### src/rtl/i2c_pkg.sv
// Shared types and defaults for the I2C command sequencer and its watchdog.
package i2c_pkg;

   localparam int unsigned DEFAULT_TIMEOUT_CYCLES = 4096;

   typedef enum logic [1:0] {
      StIdle     = 2'd0,
      StIssue    = 2'd1,
      StWaitDone = 2'd2,
      StResp     = 2'd3
   } seq_state_e;

   // Counter width able to hold 0 .. n-1, never narrower than one bit.
   function automatic int unsigned cnt_width(input int unsigned n);
      return (n > 1) ? $clog2(n) : 1;
   endfunction

endpackage

### src/rtl/i2c_watchdog.sv
// Transaction watchdog: counts enabled cycles since the last clear and flags
// when the count reaches TIMEOUT_CYCLES-1.
module i2c_watchdog
   import i2c_pkg::*;
#(
   parameter int unsigned TIMEOUT_CYCLES = DEFAULT_TIMEOUT_CYCLES
) (
   input  logic clk,
   input  logic rst_n,
   input  logic clear,
   input  logic enable,
   output logic expired
);

   localparam int unsigned  W    = cnt_width(TIMEOUT_CYCLES);
   localparam logic [W-1:0] LAST = W'(TIMEOUT_CYCLES - 1);

   logic [W-1:0] count;

   assign expired = (count == LAST);

   // Stops at LAST so a stalled owner can never wrap back below the limit.
   always_ff @(posedge clk or negedge rst_n) begin
      if (!rst_n) begin
         count <= '0;
      end else if (clear) begin
         count <= '0;
      end else if (enable && !expired) begin
         count <= count + W'(1);
      end
   end

endmodule

### src/rtl/i2c_cmd_sequencer.sv
// Single-outstanding command sequencer: accepts a register read/write command,
// launches it on the I2C master, and returns the result or a timeout error.
module i2c_cmd_sequencer
   import i2c_pkg::*;
#(
   parameter int unsigned TIMEOUT_CYCLES = DEFAULT_TIMEOUT_CYCLES
) (
   input  logic       clk,
   input  logic       rst_n,
   input  logic       cmd_valid,
   output logic       cmd_ready,
   input  logic       cmd_rw,
   input  logic [6:0] cmd_slave,
   input  logic [6:0] cmd_reg,
   input  logic [7:0] cmd_wdata,
   output logic       rsp_valid,
   input  logic       rsp_ready,
   output logic [7:0] rsp_rdata,
   output logic       rsp_err,
   output logic       m_start,
   output logic       m_read_write,
   output logic [6:0] m_slave_addr,
   output logic [6:0] m_reg_addr,
   output logic [7:0] m_data_in,
   input  logic       m_busy,
   input  logic       m_done,
   input  logic [7:0] m_data_out,
   output logic [7:0] err_count
);

   seq_state_e state;

   logic       hold_rw;
   logic [6:0] hold_slave;
   logic [6:0] hold_reg;
   logic [7:0] hold_wdata;

   logic wd_clear;
   logic wd_enable;
   logic wd_expired;

   assign wd_clear  = (state == StIssue) && !m_busy;
   assign wd_enable = (state == StWaitDone);

   i2c_watchdog #(
      .TIMEOUT_CYCLES(TIMEOUT_CYCLES)
   ) u_watchdog (
      .clk     (clk),
      .rst_n   (rst_n),
      .clear   (wd_clear),
      .enable  (wd_enable),
      .expired (wd_expired)
   );

   // Holding registers only change on accept, so the master sees stable fields.
   assign m_read_write = hold_rw;
   assign m_slave_addr = hold_slave;
   assign m_reg_addr   = hold_reg;
   assign m_data_in    = hold_wdata;

   always_ff @(posedge clk or negedge rst_n) begin
      if (!rst_n) begin
         state      <= StIdle;
         cmd_ready  <= 1'b0;
         rsp_valid  <= 1'b0;
         rsp_rdata  <= 8'h00;
         rsp_err    <= 1'b0;
         m_start    <= 1'b0;
         hold_rw    <= 1'b0;
         hold_slave <= 7'h00;
         hold_reg   <= 7'h00;
         hold_wdata <= 8'h00;
         err_count  <= 8'h00;
      end else begin
         m_start <= 1'b0;
         unique case (state)
            StIdle: begin
               if (cmd_valid && cmd_ready) begin
                  hold_rw    <= cmd_rw;
                  hold_slave <= cmd_slave;
                  hold_reg   <= cmd_reg;
                  hold_wdata <= cmd_wdata;
                  cmd_ready  <= 1'b0;
                  state      <= StIssue;
               end else begin
                  cmd_ready <= 1'b1;
               end
            end
            StIssue: begin
               if (!m_busy) begin
                  m_start <= 1'b1;
                  state   <= StWaitDone;
               end
            end
            StWaitDone: begin
               // A completion in the expiry cycle still counts as success.
               if (m_done) begin
                  rsp_rdata <= hold_rw ? m_data_out : 8'h00;
                  rsp_err   <= 1'b0;
                  rsp_valid <= 1'b1;
                  state     <= StResp;
               end else if (wd_expired) begin
                  rsp_rdata <= 8'h00;
                  rsp_err   <= 1'b1;
                  rsp_valid <= 1'b1;
                  if (err_count != 8'hFF) begin
                     err_count <= err_count + 8'd1;
                  end
                  state <= StResp;
               end
            end
            StResp: begin
               if (rsp_ready) begin
                  rsp_valid <= 1'b0;
                  rsp_rdata <= 8'h00;
                  rsp_err   <= 1'b0;
                  cmd_ready <= 1'b1;
                  state     <= StIdle;
               end
            end
            default: begin
               state <= StIdle;
            end
         endcase
      end
   end

endmodule

### config.mk
export PLATFORM = sky130hd
export DESIGN_NAME = i2c_cmd_sequencer
export DESIGN_NICKNAME = d
export VERILOG_FILES = /design/src/rtl/i2c_pkg.sv /design/src/rtl/i2c_watchdog.sv /design/src/rtl/i2c_cmd_sequencer.sv
export SDC_FILE = /design/constraint.sdc
export NUM_CORES = 1
export LEC_CHECK = 0
export ABC_CLOCK_PERIOD_IN_PS = 2300
export BUFFER_PORTS_ARGS = -buffer_cell sky130_fd_sc_hd__buf_2
export CORE_ASPECT_RATIO = 1.2
export CORE_MARGIN = 8
export CORE_UTILIZATION = 40
export DETAILED_ROUTE_END_ITERATION = 10
export HOLD_SLACK_MARGIN = 0.05
export PLACE_DENSITY = 0.62
export REMOVE_ABC_BUFFERS = 1
export SLEW_MARGIN = 30
export SYNTH_ARGS = -nofsm -noshare
export SYNTH_HDL_FRONTEND = slang
export SYNTH_SLANG_ARGS = --single-unit
export TNS_END_PERCENT = 10
### constraint.sdc
create_clock -name clk -period 2.3 [get_ports clk]
set_clock_uncertainty 0.15 [all_clocks]
set_input_delay 0.23 -clock clk [delete_from_list [all_inputs] [get_ports clk]]
set_output_delay 0.23 -clock clk [all_outputs]
set_load 0.005 [all_outputs]
==> impl_metrics.toml <==
[run_status]
outcome = "complete, no violations"

[layout]
drive_gt1_share_pct = 38.75
final_common_cell = "buf_2"
final_cell_mix = "79 x buf_2, 57 x dfrtp_1, 33 x dlygate4sd3_1, 20 x mux2_2, 15 x nand2_1"
antenna_cells = 0
fin_area_um2 = 3719
num-nets-final = 390
syn2layout_area_growth_pct = 45.05

[sta]
worst_slew_pin_slew_ns = 0.6394
final_hold_viol_count = 0
tns_ns = 0
period_needed_ns = 2.143
rsz0062_at_grt = "no"
fmax_mhz = 466.7
relSlewSlack_pct = 57.09
fin_hold_ws_ns = 0.1379
drv_slew = 0
finalCritPeriodShare_pct = 93.16
setup_violations = 0

[clock_tree]
clk_pin_slew_ns = 0.07
cts_tree = "done"
clk_latency_ns = 0.33
cts_root_buf = "clkbuf_8"
htreeDepth = 3
cts_inserted_buffers = 9
cts_buffer_depth = 2
cts.sinks = 57

[detailed_routing]
vias = 2218
drt_iter0_drc = 137
wl_per_cell_um = 15.47
dr.pass1.iters = 4
drt-total-wl_mm = 6.743
route.detailed.drc = 0
ant_nets = 0
viasPerCell = 5.087

[synthesis]
synth_enable_flop_cells = 0
synthArstFlopShare_pct = 100.0
synth_warnings = 0
syn_inst = 214
netlist_area_um2 = 2564
synth_area_per_cell_um2 = 11.98
yosysUniqueCellTypes = 43
synth_ff_type = "dfrtp_1"
ys_seq_area_share_pct = 55.64
ys_ff_latch = 57

[power]
netSwitchingFraction_pct = 30.53
ir_drop_mv = 0.7377
p_int_mw = 2.679
clock_power_share_pct = 27.5
power_density_nw_per_um2 = 1037
seq_power_share_pct = 40.2
p_comb_share_pct = 32.3
power_mw = 3.857
leakagePower_nw = 1.775
switching_power_mw = 1.178

[die]
fp.coreArea_um2 = 6326
fp.dieW_um = 89.08
num_rows = 32
start_util_pct = 40.53
die_height_um = 103.7
die_area_um2 = 9238
ioPinCount = 80

[worst_setup_path]
crit_path_start_kind = "flop"
setup.worst_path.class = "reg2reg"
cp.required_ns = 2.40
end_kind = "flop"
worst_ep_arrival_time_ns = 2.24
cp_max_fo = 7

[placed_design]
gp_congestion = 0.8289
portBuffers = 79
placed_area_um2 = 3147
dp_hpwl_mm = 4.673

[run]
maxCapViolCount = 0

[global_routing]
grt-ovfl-total = 0
grt_max_degree = 29
grt_pass1_wl_mm = 11.39
antenna_found_initial = 0
grt_use_total_pct = 15.48
grt_pass1_vias = 2433

[min_path]
hold_path_class = "in2reg"
-- final timing paths --
kind                            depth (start not counted)                  endpoint  slack (ns)                       startpoint
worst max-delay path                                    5  err_count[7]$_DFFE_PN0P_        0.16  u_watchdog.count[0]$_DFFE_PN0P_
worst min-delay path                                    4  err_count[0]$_DFFE_PN0P_        0.14                           m_done
worst max register to register                          5  err_count[7]$_DFFE_PN0P_        0.16  u_watchdog.count[0]$_DFFE_PN0P_
worst min register to register                          1  m_data_in[2]$_DFFE_PN0P_        0.34         m_data_in[2]$_DFFE_PN0P_
max in group asynchronous                               3      state[1]$_DFFE_PN0P_        1.01                            rst_n
min in group asynchronous                               2  m_data_in[7]$_DFFE_PN0P_        0.31                            rst_n
-- kinds of logic after synthesis --
group	share of synthesized area [%]
AOI/OAI and AO/OA	11.42
muxes	11.37
xor gates and xnor gates	2.733
and+or+nand+nor	13.76
buffers and inverters	1.659
adders and majority gates	3.416
DFF	55.64
-- area by class of cell --
cell class                 instances  area, um^2
timing repair buffer             125       823.3
multi-input combinational        146        1107
tap                               85       106.4
clock inverter                     5       77.57
clock buffer                      11       151.4
fill                             558        2608
inverter                           7       26.28
sequential                        57        1426
-- power groups by stage --
stage	Combinational [mW]	Clock [mW]	Sequential [mW]
2_1_floorplan	0.623	0	1.57
3_3_place_gp	1.20	0	1.54
3_5_place_dp	1.22	0	1.56
4_1_cts	1.27	1.09	1.54
5_1_grt	1.38	1.13	1.59
6_report	1.25	1.06	1.55
-- worst max-delay path, cell delays in order (launching register included) --
cell and delay [ns]:
dfrtp_1 0.39, ha_2 0.23, nand4_2 0.20, or4_4 0.61, nor4b_2 0.31, xor2_1 0.17
-- registers in the layout (all words and copies together) (netlist names) --
signal            flops
err_count             8
m_read_write          1
cmd_ready             1
m_start               1
rsp_valid             1
rsp_rdata             8
m_slave_addr          7
m_reg_addr            7
u_watchdog.count     12
m_data_in             8
rsp_err               1
state                 2
-- per-layer routing --
metal / vias to the layer above / GRT usage, % / wire length [um]
li1: 1057 / - / -
met1: 1091 / 17.64 / 2771
met2: 65 / 24.84 / 3377
met3: 5 / 7.510 / 548
met4: 0 / 4.291 / 46
met5: - / 0 / 0
-- synthesized netlist by cell type (3+ instances only) --
| library cell | count | area share, % |
|---|---|---|
| o21ai_0 | 6 | 1.2 |
| a31oi_1 | 4 | 0.98 |
| nor3_1 | 8 | 1.6 |
| nand4_1 | 4 | 0.98 |
| xor2_1 | 5 | 1.7 |
| clkbuf_1 | 3 | 0.44 |
| mux2_2 | 20 | 8.8 |
| nand3_1 | 10 | 2.0 |
| a22o_1 | 8 | 2.7 |
| nand2b_1 | 3 | 0.73 |
| dfrtp_1 | 57 | 56 |
| o31ai_1 | 3 | 0.88 |
| nor2_1 | 9 | 1.3 |
| mux2_1 | 5 | 2.2 |
| ha_1 | 7 | 3.4 |
| nand2_1 | 15 | 2.2 |
| a21oi_1 | 6 | 1.2 |
| inv_1 | 6 | 0.88 |
| o21ai_1 | 3 | 0.59 |
| xnor2_1 | 3 | 1.0 |
-- per-stage QoR --
step / setup WS [ns] / util [%] / cells
6_report: 0.1572 / 58.78 / 436
3_3_place_gp: 0.1632 / 49.74 / 387
2_1_floorplan: 0.07424 / - / 210
3_5_place_dp: 0.1343 / 49.74 / 387
5_1_grt: 0.03479 / 58.78 / 436
4_1_cts: 0.1133 / 58.58 / 436
-- repair_timing --
action / 4_1_cts / 5_1_grt
endpoints found under the hold margin: 58 / 0
gates resized for setup: 0 / 2
setup buffers: 0 / 0
setup endpoints to repair: 0 / 1
hold buffers: 33 / 0
Power figures use the tool's default switching activity.
